[src/rtl/vga_pkg.sv]
// Shared types and default timing constants for the VGA receive path.
// Counter width and the saturating increment used by every line/pixel counter live here too.
package vga_pkg;

  typedef enum logic [1:0] {
    ST_SEARCH,
    ST_ALIGN,
    ST_LOCK
  } vga_state_t;

  localparam int unsigned H_TOTAL_DEF = 800;
  localparam int unsigned V_TOTAL_DEF = 525;
  localparam int unsigned H_SYNC_DEF  = 96;
  localparam int unsigned V_SYNC_DEF  = 2;
  localparam int unsigned H_ACTIVE    = 640;
  localparam int unsigned V_ACTIVE    = 480;

  localparam int unsigned CNT_W = 10;

  function automatic logic [CNT_W-1:0] sat_inc(input logic [CNT_W-1:0] v);
    return (v == '1) ? v : v + CNT_W'(1);
  endfunction

endpackage

[src/rtl/vga_edge_sync.sv]
// Two-flop synchroniser followed by an edge detector that compares consecutive
// strobe-qualified samples of the synchronised level.
module vga_edge_sync (
  input  logic clk,
  input  logic rst,
  input  logic en,
  input  logic din,
  output logic level,
  output logic rise,
  output logic fall
);

  logic s1, s2, prev;

  always_ff @(posedge clk) begin
    if (rst) begin
      s1   <= 1'b0;
      s2   <= 1'b0;
      prev <= 1'b0;
    end else begin
      s1 <= din;
      s2 <= s1;
      if (en) prev <= s2;
    end
  end

  assign level = s2;
  assign rise  = en & s2 & ~prev;
  assign fall  = en & ~s2 & prev;

endmodule

[src/rtl/vga_rx_decoder.sv]
// VGA timing receiver: measures sync timing against the parameters, tracks lock
// through SEARCH/ALIGN/LOCK, and captures active pixels with their coordinates.
module vga_rx_decoder
  import vga_pkg::*;
#(
  parameter int unsigned H_TOTAL = H_TOTAL_DEF,
  parameter int unsigned V_TOTAL = V_TOTAL_DEF,
  parameter int unsigned H_SYNC  = H_SYNC_DEF,
  parameter int unsigned V_SYNC  = V_SYNC_DEF
) (
  input  logic        clk_50m,
  input  logic        btn_rst,
  input  logic        pix_en,
  input  logic        vga_hsync,
  input  logic        vga_vsync,
  input  logic        bright,
  input  logic [7:0]  vga_r,
  input  logic [7:0]  vga_g,
  input  logic [7:0]  vga_b,
  output logic        pix_valid,
  output logic [9:0]  pix_x,
  output logic [9:0]  pix_y,
  output logic [23:0] pix_rgb,
  output logic        frame_start,
  output logic        locked,
  output logic        timing_err,
  output logic [9:0]  line_len
);

  localparam logic [CNT_W-1:0] HT  = CNT_W'(H_TOTAL);
  localparam logic [CNT_W-1:0] VT1 = CNT_W'(V_TOTAL - 1);
  localparam logic [CNT_W-1:0] HSW = CNT_W'(H_SYNC);
  localparam logic [CNT_W-1:0] VSW = CNT_W'(V_SYNC);

  logic hs_lvl, hs_rise, hs_fall;
  logic vs_lvl, vs_rise, vs_fall;
  logic br_lvl, br_rise, br_fall;
  logic [23:0] rgb_s1, rgb_s2;

  logic [CNT_W-1:0] hcnt, vcnt, hs_low, vs_lines, ax, ay;
  logic [CNT_W-1:0] hcnt_inc;
  logic             viol, err_now;
  vga_state_t       state, state_nxt;

  vga_edge_sync u_hs (
    .clk(clk_50m), .rst(btn_rst), .en(pix_en), .din(vga_hsync),
    .level(hs_lvl), .rise(hs_rise), .fall(hs_fall)
  );

  vga_edge_sync u_vs (
    .clk(clk_50m), .rst(btn_rst), .en(pix_en), .din(vga_vsync),
    .level(vs_lvl), .rise(vs_rise), .fall(vs_fall)
  );

  vga_edge_sync u_br (
    .clk(clk_50m), .rst(btn_rst), .en(pix_en), .din(bright),
    .level(br_lvl), .rise(br_rise), .fall(br_fall)
  );

  // Colour shares the same two-stage delay as bright so a pixel stays aligned with its qualifier.
  always_ff @(posedge clk_50m) begin
    if (btn_rst) begin
      rgb_s1 <= '0;
      rgb_s2 <= '0;
    end else begin
      rgb_s1 <= {vga_r, vga_g, vga_b};
      rgb_s2 <= rgb_s1;
    end
  end

  assign hcnt_inc = sat_inc(hcnt);

  // Sync widths are counted from the falling edge (which itself is a low sample) and judged at the rise.
  always_ff @(posedge clk_50m) begin
    if (btn_rst) begin
      hcnt     <= '0;
      vcnt     <= '0;
      line_len <= '0;
      hs_low   <= '0;
      vs_lines <= '0;
    end else if (pix_en) begin
      hcnt <= hs_fall ? '0 : hcnt_inc;
      if (vs_fall)      vcnt <= '0;
      else if (hs_fall) vcnt <= sat_inc(vcnt);
      if (hs_fall) line_len <= hcnt_inc;
      if (hs_fall)      hs_low <= CNT_W'(1);
      else if (!hs_lvl) hs_low <= sat_inc(hs_low);
      if (vs_fall)                 vs_lines <= CNT_W'(1);
      else if (hs_fall && !vs_lvl) vs_lines <= sat_inc(vs_lines);
    end
  end

  assign viol = (hs_rise && (hs_low != HSW))
             || (vs_rise && (vs_lines != VSW))
             || (hs_fall && (hcnt_inc != HT))
             || (vs_fall && (vcnt != VT1));

  always_ff @(posedge clk_50m) begin
    if (btn_rst) state <= ST_SEARCH;
    else if (pix_en) state <= state_nxt;
  end

  always_comb begin
    state_nxt = state;
    case (state)
      ST_SEARCH: if (vs_fall) state_nxt = ST_ALIGN;
      ST_ALIGN: begin
        if (viol)         state_nxt = ST_SEARCH;
        else if (vs_fall) state_nxt = ST_LOCK;
      end
      ST_LOCK:   if (viol) state_nxt = ST_SEARCH;
      default:   state_nxt = ST_SEARCH;
    endcase
  end

  always_comb begin
    locked  = (state == ST_LOCK);
    err_now = viol && (state != ST_SEARCH);
  end

  always_ff @(posedge clk_50m) begin
    if (btn_rst) begin
      pix_valid   <= 1'b0;
      frame_start <= 1'b0;
      timing_err  <= 1'b0;
      pix_x       <= '0;
      pix_y       <= '0;
      pix_rgb     <= '0;
      ax          <= '0;
      ay          <= '0;
    end else begin
      pix_valid   <= pix_en & br_lvl;
      frame_start <= vs_fall;
      timing_err  <= err_now;
      if (pix_en && br_lvl) begin
        pix_x   <= br_rise ? '0 : ax;
        pix_y   <= ay;
        pix_rgb <= rgb_s2;
        ax      <= br_rise ? CNT_W'(1) : sat_inc(ax);
      end
      if (vs_fall)      ay <= '0;
      else if (br_fall) ay <= sat_inc(ay);
    end
  end

endmodule

[config.mk]
export PLATFORM = sky130hd
export DESIGN_NAME = vga_rx_decoder
export DESIGN_NICKNAME = d
export VERILOG_FILES = /design/src/rtl/vga_pkg.sv /design/src/rtl/vga_edge_sync.sv /design/src/rtl/vga_rx_decoder.sv
export SDC_FILE = /design/constraint.sdc
export NUM_CORES = 1
export LEC_CHECK = 0
export CORE_MARGIN = 5
export CORE_UTILIZATION = 50
export CTS_CLUSTER_DIAMETER = 100
export DETAILED_ROUTE_END_ITERATION = 12
export PLACE_DENSITY = 0.73
export SLEW_MARGIN = 5
export SYNTH_ARGS = -nofsm -noshare
export SYNTH_HDL_FRONTEND = slang
export SYNTH_HIERARCHICAL = 1
export SYNTH_SLANG_ARGS = --single-unit
export TNS_END_PERCENT = 50
[constraint.sdc]
create_clock -name clk_50m -period 5.6 [get_ports clk_50m]
set_input_delay 1.12 -clock clk_50m [delete_from_list [all_inputs] [get_ports clk_50m]]
set_output_delay 1.12 -clock clk_50m [all_outputs]
set_load 0.005 [all_outputs]
==> impl_results.md <==
- Crit path required time: between 5 and 6 ns
- Sink Count: between 150 and 200
- DRT Pass-1 Iters: 7
- DRC: 0
- Wirelength, routed: roughly 15 mm
- Vias per Instance: 5.28
- Core Area: 0.0137 sq mm
- Shortest period the worst path allows: approximately 3.4 ns
- Antenna diodes: 0
- CP Capture Type: flip-flop
- FF-to-FF setup slack: between 2 and 3 ns
- Initial Utilization: roughly 50%
- Syn Nets: approximately 830
- Grt ovf: 0
- Post-synth EDFFs: 0
- Final instance area: 0.00839 sq mm
- Post-CTS sizing: 0
- Max-slew violation count: 0
- Top Ports: between 80 and 90
- Reg2reg start: hcnt[0]
- Num CTS Buffers: 17
- Sequential area share after synthesis: 50.8%
- CP max FO: 55
- Max cap viols: 0
- Share of the synthesized area in the top cell type: 50.8%
- #FFs+latches synth: about 180
- Max incr delay on CP: ~0.62 ns
- Port-buffer cells: 87
- First-pass GRT wire length: between 20 and 30 mm
- 1st-iter DRT viols: between 400 and 500
- Status: completed
- Post-place instance area: around 0.0078 sq mm
- Setup violators final: 0
- Setup TNS: 0 ns
- Critical path arrival: between 3 and 4 ns
- Hold Path Class: reg2reg
- Crit path launch type: primary input
- DR WL/cell: between 10 and 15 microns
- Post-synth top area cell: dfxtp_1
- Final hold slack: between 0.4 and 0.5 ns
- Final period util: about three fifths
- Main synth FF type: dfxtp_1
- Layout cells sized above 1: 6.13%
- Area delta synth->final: 21.1%
- Count leader, synth: dfxtp_1
- RSZ-0062 raised after global routing: false
- Crit path kind: in2reg
- Hpwl dp: between 9 and 10 mm
- Power per cell area: 296 mW/mm^2
- Setup Buffers After CTS: 0
- Chip Height: 128 microns
- Synth unique cells: 63
- Mean Syn Cell Area: ~8.8 sq um
- Fin. Hold Viols: 0
- # hold bufs at CTS: 0
- Gpl congestion: approximately 0.87
- Top cells by area, synth: dfxtp_1 51%, nand2_1 6.3%, nor2b_1 5.3%
- FFs w/ async S/R, synth: 0%
- Skew final: slightly below 0.007 ns
- Commonest cells in the netlist: 176 x dfxtp_1, 116 x nand2_1, 86 x nor2_1
- Min-delay src: rgb_s2[5]
- Fin cells: roughly 1.0k
- Worst r2r dst: timing_err
- Worst-path clk slew: ~0.07 ns
- TritonCTS clock tree: yes
- Measured slew at the worst slew-check pin: roughly 1.1 ns
- Vias: around 5.5k
- Clock buffer depth: 2
- Total number of yosys warnings: 6
- CP max stage cell: nand2_2
- Leak: ~3.0 nW
- Cell Area, Synth: 0.00693 sq mm
- Die area: 0.0163 sq mm
- Post-route ant nets: 0
- Worst Hold End: pix_rgb[5]
- R2R cell count: 6
- CTS Root Cell: clkbuf_16
- Worst IR drop on VDD: approximately 0.19 mV
- Placed cells: roughly 1.0k
- H-tree level count: 4
- Hold depth: 2
- Slew margin rel.: about 28%
- Vias in the first global route: approximately 5.6k
- Row cnt: 43
- Largest net degree at the start of global routing: 84
- Chip Width: approximately 130 microns
- Crit-path cells: clkdlybuf4s50_1 -> buf_4 -> nand2_2 -> or3_1 -> a41oi_1 -> nand3_1 -> xor2_1 -> nor2_1
- Post-synthesis cell count: 786
- Nets@finish: about 900
- Total GRT Usage: between 10% and 20%
- Clk_lat worst skew: roughly 0.43 ns
- Fmax: 293 MHz
- Antenna violations before repair: 0
-- placed cells by master (no fill, tap or decap), drive strengths merged, types with 13 or more instances in the layout --
| cell type | netlist | layout |
|---|---|---|
| xor2 | 17 | 17 |
| nand2 | 117 | 117 |
| o21ai | 18 | 18 |
| nor2 | 86 | 86 |
| nand4 | 16 | 16 |
| xnor2 | 15 | 15 |
| clkbuf | 35 | 17 |
| nand3 | 18 | 18 |
| nor3 | 13 | 13 |
| nor2b | 59 | 59 |
| a21oi | 76 | 76 |
| dfxtp | 176 | 176 |
| clkdlybuf4s50 | 0 | 86 |
| inv | 14 | 21 |
-- per-stage QoR --
stage                     util, %  setup slack (ns)  total power [mW]
after global routing         61.2              1.99              2.57
after floorplan                 -              2.98              1.37
after detailed placement     57.1              1.76              1.41
final                        61.2              2.19              2.48
after global placement       57.1              1.83              1.41
after CTS                    61.2              2.22              2.50
-- logic make-up (layout without fill, tap and decap cells) --
logic type | Yosys count | after routing | share of synthesized area (%)
AOI/OAI and AO/OA | 138 | 138 | 12.2
and+or+nand+nor | 367 | 367 | 26.7
xor gates and xnor gates | 32 | 32 | 4.04
DFF | 176 | 176 | 50.8
adders and majority gates | 9 | 9 | 1.63
muxes | 5 | 5 | 0.740
buffers and inverters | 59 | 138 | 3.86
-- report_power, final --
part           internal (mW)  switching, mW
registers               1.27         0.0118
clock network          0.581          0.522
logic                 0.0430         0.0512
-- registers in the layout (all words and copies together), names as in the netlist, 2 cells and up --
register	cells
hcnt	10
hs_low	10
state	2
ax	10
line_len	10
ay	10
pix_x	10
vcnt	10
pix_y	10
rgb_s1	24
rgb_s2	24
pix_rgb	24
vs_lines	10
-- cell type report --
type	instances	area, sq um
timing repair buffer	90	891
tap	180	225
clock inverter	15	128
inverter	16	60.1
fill	1189	5330
multi-input combinational	551	3140
clock buffer	17	425
sequential	176	3520
-- worst max-delay path by stage --
| stage | startpoint | cells past startpoint | endpoint | slack [ns] |
|---|---|---|---|---|
| after global placement | pix_en | 8 | ax[6] | 1.83 |
| after CTS | pix_en | 8 | ax[6] | 2.22 |
| after global routing | pix_en | 8 | vcnt[9] | 1.99 |
| final | pix_en | 8 | ax[6] | 2.19 |
| after floorplan | pix_en | 7 | vcnt[5] | 2.98 |
| after detailed placement | pix_en | 8 | ax[6] | 1.76 |
-- worst max-delay path: cells and delay by family --
family,cells,cell delay [ns]
buf+inv,2,0.76
xor+xnor,1,0.15
simple gates,4,1.42
compound gates,1,0.26
-- routing by layer --
metal  vias up  GRT usage, %  share of wire, %
met1      2551          22.5                44
met3        29          4.67               5.2
met2       143          31.6                49
met5         -             0                 0
met4         0          6.87               1.9
li1       2795             -                 -
Power figures use the tool's default switching activity.
